--- src/rtl/rs_drive_pkg.sv ---
// Shared state encoding and command codes for the RS drive sequencer.
package rs_drive_pkg;

    typedef enum logic [1:0] {
        IDLE    = 2'd0,
        SETUP   = 2'd1,
        ENABLE  = 2'd2,
        RELEASE = 2'd3
    } state_e;

    localparam logic [1:0] CMD_HOLD    = 2'b00;
    localparam logic [1:0] CMD_SET     = 2'b01;
    localparam logic [1:0] CMD_RESET   = 2'b10;
    localparam logic [1:0] CMD_ILLEGAL = 2'b11;

endpackage

--- src/rtl/rs_fb_sync.sv ---
// Two-flop synchronizer bringing the flip-flop's Q/Q_comp into the clk domain.
// Only present when RS_FEEDBACK_CHECK_EN is defined.
`ifdef RS_FEEDBACK_CHECK_EN
module rs_fb_sync (
    input  logic       clk,
    input  logic       rst_n,
    input  logic [1:0] async_i,
    output logic [1:0] sync_o
);

    logic [1:0] meta_q;
    logic [1:0] sync_q;

    always_ff @(posedge clk) begin
        if (!rst_n) begin
            meta_q <= '0;
            sync_q <= '0;
        end else begin
            meta_q <= async_i;
            sync_q <= meta_q;
        end
    end

    assign sync_o = sync_q;

endmodule
`endif

--- src/rtl/rs_drive_sequencer.sv ---
// Sequences SET/RESET/HOLD commands into setup/enable/release R,S,enable waveforms; ready only in IDLE.
// RS_FEEDBACK_CHECK_EN adds synchronized Q/Q_comp feedback checking with a sticky fb_err.
module rs_drive_sequencer
    import rs_drive_pkg::*;
#(
    parameter int unsigned CNT_W     = 4,
    parameter int unsigned SETUP_CYC = 2,
    parameter int unsigned EN_CYC    = 2,
    parameter int unsigned REL_CYC   = 1
) (
    input  logic       clk,
    input  logic       rst_n,
    input  logic       cmd_valid,
    input  logic [1:0] cmd,
    output logic       cmd_ready,
    output logic       R,
    output logic       S,
    output logic       enable,
    output logic       busy,
    output logic       exp_q,
    output logic       cmd_err
`ifdef RS_FEEDBACK_CHECK_EN
    ,
    input  logic       q_fb,
    input  logic       qc_fb,
    output logic       fb_err
`endif
);

    localparam logic [CNT_W-1:0] SETUP_LD = CNT_W'(SETUP_CYC - 1);
    localparam logic [CNT_W-1:0] EN_LD    = CNT_W'(EN_CYC - 1);
    localparam logic [CNT_W-1:0] REL_LD   = CNT_W'(REL_CYC - 1);

    state_e           state_q, state_d;
    logic [CNT_W-1:0] cnt_q, cnt_d;
    logic [1:0]       cmd_q, cmd_d;
    logic             r_q, r_d;
    logic             s_q, s_d;
    logic             en_q, en_d;
    logic             busy_q, busy_d;
    logic             rdy_q, rdy_d;
    logic             expq_q, expq_d;
    logic             err_q, err_d;

    always_comb begin
        state_d = state_q;
        cnt_d   = cnt_q;
        cmd_d   = cmd_q;
        r_d     = r_q;
        s_d     = s_q;
        expq_d  = expq_q;
        err_d   = 1'b0;
        case (state_q)
            IDLE: begin
                if (cmd_valid && rdy_q) begin
                    if (cmd == CMD_ILLEGAL) begin
                        err_d = 1'b1;
                    end else begin
                        state_d = SETUP;
                        cnt_d   = SETUP_LD;
                        cmd_d   = cmd;
                        s_d     = (cmd == CMD_SET);
                        r_d     = (cmd == CMD_RESET);
                    end
                end
            end
            SETUP: begin
                if (cnt_q == '0) begin
                    state_d = ENABLE;
                    cnt_d   = EN_LD;
                end else begin
                    cnt_d = cnt_q - CNT_W'(1);
                end
            end
            ENABLE: begin
                if (cnt_q == '0) begin
                    state_d = RELEASE;
                    cnt_d   = REL_LD;
                    if (cmd_q == CMD_SET) begin
                        expq_d = 1'b1;
                    end else if (cmd_q == CMD_RESET) begin
                        expq_d = 1'b0;
                    end
                end else begin
                    cnt_d = cnt_q - CNT_W'(1);
                end
            end
            RELEASE: begin
                if (cnt_q == '0) begin
                    state_d = IDLE;
                    r_d     = 1'b0;
                    s_d     = 1'b0;
                end else begin
                    cnt_d = cnt_q - CNT_W'(1);
                end
            end
            default: state_d = IDLE;
        endcase
        // Status outputs are registered images of the next state.
        en_d   = (state_d == ENABLE);
        busy_d = (state_d != IDLE);
        rdy_d  = (state_d == IDLE);
    end

    always_ff @(posedge clk) begin
        if (!rst_n) begin
            state_q <= IDLE;
            cnt_q   <= '0;
            cmd_q   <= CMD_HOLD;
            r_q     <= 1'b0;
            s_q     <= 1'b0;
            en_q    <= 1'b0;
            busy_q  <= 1'b0;
            rdy_q   <= 1'b1;
            expq_q  <= 1'b0;
            err_q   <= 1'b0;
        end else begin
            state_q <= state_d;
            cnt_q   <= cnt_d;
            cmd_q   <= cmd_d;
            r_q     <= r_d;
            s_q     <= s_d;
            en_q    <= en_d;
            busy_q  <= busy_d;
            rdy_q   <= rdy_d;
            expq_q  <= expq_d;
            err_q   <= err_d;
        end
    end

    assign cmd_ready = rdy_q;
    assign R         = r_q;
    assign S         = s_q;
    assign enable    = en_q;
    assign busy      = busy_q;
    assign exp_q     = expq_q;
    assign cmd_err   = err_q;

`ifdef RS_FEEDBACK_CHECK_EN
    logic [1:0] fb_sync;
    logic       seen_q, seen_d;
    logic       fb_err_q, fb_err_d;
    logic       chk_pt;

    rs_fb_sync u_fb_sync (
        .clk     (clk),
        .rst_n   (rst_n),
        .async_i ({q_fb, qc_fb}),
        .sync_o  (fb_sync)
    );

    // HOLD leaves the latch untouched, so it is only checkable once a SET/RESET has defined it.
    assign chk_pt = (state_q == RELEASE) && (cnt_q == '0) && ((cmd_q != CMD_HOLD) || seen_q);

    always_comb begin
        seen_d   = seen_q;
        fb_err_d = fb_err_q;
        if (chk_pt) begin
            if ((fb_sync[1] != expq_q) || (fb_sync[1] == fb_sync[0])) begin
                fb_err_d = 1'b1;
            end
            if (cmd_q != CMD_HOLD) begin
                seen_d = 1'b1;
            end
        end
    end

    always_ff @(posedge clk) begin
        if (!rst_n) begin
            seen_q   <= 1'b0;
            fb_err_q <= 1'b0;
        end else begin
            seen_q   <= seen_d;
            fb_err_q <= fb_err_d;
        end
    end

    assign fb_err = fb_err_q;
`endif

endmodule

--- config.mk ---
export PLATFORM = sky130hd
export DESIGN_NAME = rs_drive_sequencer
export DESIGN_NICKNAME = d
export VERILOG_FILES = /design/src/rtl/rs_drive_pkg.sv /design/src/rtl/rs_fb_sync.sv /design/src/rtl/rs_drive_sequencer.sv
export SDC_FILE = /design/constraint.sdc
export NUM_CORES = 1
export LEC_CHECK = 0
export BUFFER_PORTS_ARGS = -buffer_cell sky130_fd_sc_hd__buf_2
export CAP_MARGIN = 30
export CORE_ASPECT_RATIO = 0.75
export CORE_MARGIN = 4
export CORE_UTILIZATION = 30
export DETAILED_ROUTE_END_ITERATION = 10
export GPL_ROUTABILITY_DRIVEN = 1
export PLACE_DENSITY = 0.45
export SLEW_MARGIN = 20
export SYNTH_ARGS = -nofsm -noshare
export SYNTH_HDL_FRONTEND = slang
export SYNTH_SLANG_ARGS = --single-unit
--- constraint.sdc ---
create_clock -name clk -period 2 [get_ports clk]
set_clock_uncertainty 0.2 [all_clocks]
set_input_delay 0 -clock clk [delete_from_list [all_inputs] [get_ports clk]]
set_output_delay 0 -clock clk [all_outputs]
set_load 0.01 [all_outputs]
==> impl_metrics.yaml <==
run_status:
  status: "complete, no violations"
clock_network:
  clockBufferDepth: 2
  cts_setup_buffers: 0
  h-tree-depth: 1
  numCtsBuffers: 3
  cts_tree: "yes"
  clk_latency_ps: 290
  cts.sinks: 15
  clockRootBuffer: "clkbuf_4"
  clk_pin_slew_ps: 100
timing:
  slew_violations: 0
  fin_crit_sh_pct: 90.5
  rsz0062_at_grt: "no"
  tns_ps: 0
  whs_ps: 264
  setup_viol: 0
  slew_headroom_pct: 64.5
  hold_viol_final: 0
  tightest_slew_ps: 530
  max_freq_mhz: 552
  period_needed_ps: 1810
logic_synthesis:
  synth-seq-area-share_pct: 40.8
  async_flop_share_pct: 0
  yosysTopAreaCellShare_pct: 40.8
  yosys-top-cells-area: "dfxtp_1 (41%), ha_1 (5.1%), nand2_1 (4.1%)"
  synth_common_cells: "dfxtp_1 (15), nand2_1 (8), inv_1 (6), nor2_1 (6), o21ai_0 (5)"
  synth.distinct_cells: 34
  synth_edf_count: 0
  synth_nets: 89
  synth_area_per_cell_um2: 9.08
  ys_ff_latch: 15
  synth_area_um2: 736
  synth_ff_type: "dfxtp_1"
  yosys_warnings: 0
  yosysTopAreaCell: "dfxtp_1"
  yosysMostFrequentCell: "dfxtp_1"
  netlist_instances: 81
global_routing:
  grt_max_degree: 15
  antenna_found_initial: 0
  grt_pass1_vias: 581
  grt.overflow.total: 0
  grt.total_usage_pct: 11.6
  grt_pass1_wl_um: 2840
pwr:
  irDropWorstVdd_uv: 417
  power_leakage_nw: 0.345
  power_density_mw_per_mm2: 1230
drt:
  first_pass_iters: 4
  viasPerCell: 4.71
  drtIter0Drc: 40
  wl_um: 1620
  route.vias.total: 617
  drc: 0
  wl_per_cell_um: 12.3
  drtAntennaViolNets: 0
worst_setup_path:
  cp_num_buf_inv: 1
  slowest_delay_ps: 450
  endpoint_kind: "register"
  criticalPathCategory: "register to register"
  slowest_stage: "or3b_1"
  critPathMaxFanout: 5
  critical-path-top-delay-family: "simple AND/OR/NAND/NOR gates"
  r2r_start: "cnt_q[1]"
  crit_path_cell_trace: "inv_1 -> ha_1 -> or3b_1 -> o311ai_1 -> o41ai_1"
  reg2reg_slack_ps: 190
  critPathRequiredTime_ps: 1960
  r2r_cells: 5
  worstPathArrival_ps: 1770
  startpoint_type: "register"
  rr_endpoint: "exp_q"
floorplanning:
  boundaryPins: 12
  core_mm2: 0.00233
  die_area_mm2: 0.00332
  start_util_pct: 31.6
  die_y_um: 50.9
  die_w_um: 65.2
  rows: 15
place:
  port_buffers: 11
  placed_cell_area_um2: 821
  gp_congestion: 0.677
  dp_hpwl_um: 1150
  dp.cells: 123
min_path:
  holdPathEnd: "R"
  hp-start: "R"
  hold_path_class: "register to register"
  min_path_cells: 2
final_layout:
  syn_to_final_growth_pct: 20.7
  fin_cells: 131
  antenna_cells: 0
  final_nets: 106
  num-fill-cells: 257
  stdcell_area_um2: 888
  layout-drive-gt1-share_pct: 17.5
run:
  drv_cap: 0
[cell usage in the layout (no fill, tap or decap), types with 2 or more instances in the layout]
cell	synthesis	final
dfxtp_1	15	15
buf_2	1	11
nand2_1	8	8
inv_1	6	6
nor2_1	6	6
o21ai_0	5	5
dlygate4sd3_1	0	4
or3b_1	3	3
a21oi_1	3	3
ha_1	3	3
clkbuf_4	0	3
and2_1	2	2
o22ai_1	2	2
o21a_1	2	2
o41ai_1	2	2
or4_1	2	2
[state kept, by name (all words and copies together), names as in the netlist]
| name | flops |
|---|---|
| state_q | 2 |
| R | 1 |
| cnt_q | 4 |
| busy | 1 |
| exp_q | 1 |
| cmd_q | 2 |
| enable | 1 |
| cmd_ready | 1 |
| S | 1 |
| cmd_err | 1 |
[metrics by stage]
stage | util (%) | power (mW) | worst slack, ps
5_1_grt | 38.2 | 1.20 | 35.5
4_1_cts | 38.2 | 1.11 | 128
3_3_place_gp | 35.3 | 0.921 | 188
6_report | 38.2 | 1.09 | 190
3_5_place_dp | 35.3 | 0.911 | 162
2_1_floorplan | - | 0.790 | 309
[repair_timing]
| action | CTS | global route |
|---|---|---|
| endpoints found under the setup margin | 0 | 1 |
| hold endpoints to repair | 14 | 0 |
| hold buffers | 4 | 0 |
| gates resized for setup | 0 | 1 |
[metal layers]
metal	vias to the layer above	GRT usage, %	part of all wire [%]
met4	0	3.10	0.49
met5	-	0	0
met2	15	14.6	37
met3	2	5.49	6.3
li1	327	-	-
met1	273	17.0	56
[area by class of cell]
cell class | count | area, um^2 | share of cell area (%)
clock buffers | 3 | 22.5 | 2.54
clock inverters | 1 | 5.00 | 0.563
inverters | 6 | 22.5 | 2.54
multi-input cells | 57 | 400 | 45.1
flip-flops and latches | 15 | 300 | 33.8
well taps | 34 | 42.5 | 4.79
repair buffers | 15 | 95.1 | 10.7
[how the worst max path moves through the flow]
stage / start / endpoint / slack [ps] / cells past startpoint
finish: cnt_q[1] / exp_q / 190 / 5
global route: cnt_q[1] / exp_q / 40 / 5
CTS: cnt_q[1] / exp_q / 130 / 5
detailed placement: cnt_q[0] / exp_q / 160 / 5
global placement: cnt_q[0] / exp_q / 190 / 5
floorplan: cnt_q[0] / exp_q / 310 / 5
[tightest hold or removal path, cell delays in order, from the launching register on]
cell and delay, ps:
dfxtp_1 320, nand2_1 50, o22ai_1 50
[report_power, final]
| part | leakage, nW | internal (mW) | switching [mW] |
|---|---|---|---|
| combinational | 0.205 | 0.204 | 0.269 |
| sequential | 0.123 | 0.370 | 0.0749 |
| clock | 0.0177 | 0.0743 | 0.102 |
[logic make-up (layout without fill, tap and decap cells)]
| family | count (synthesis) | count (layout) | synth area share (%) |
|---|---|---|---|
| AO/OA/AOI/OAI | 24 | 24 | 23.3 |
| XOR/XNOR | 1 | 1 | 1.19 |
| adder cells (fa/ha/maj) | 3 | 3 | 5.10 |
| buffers and inverters | 9 | 25 | 4.76 |
| flip-flops | 15 | 15 | 40.8 |
| AND/OR/NAND/NOR | 29 | 29 | 24.8 |
Power figures use the tool's default switching activity.
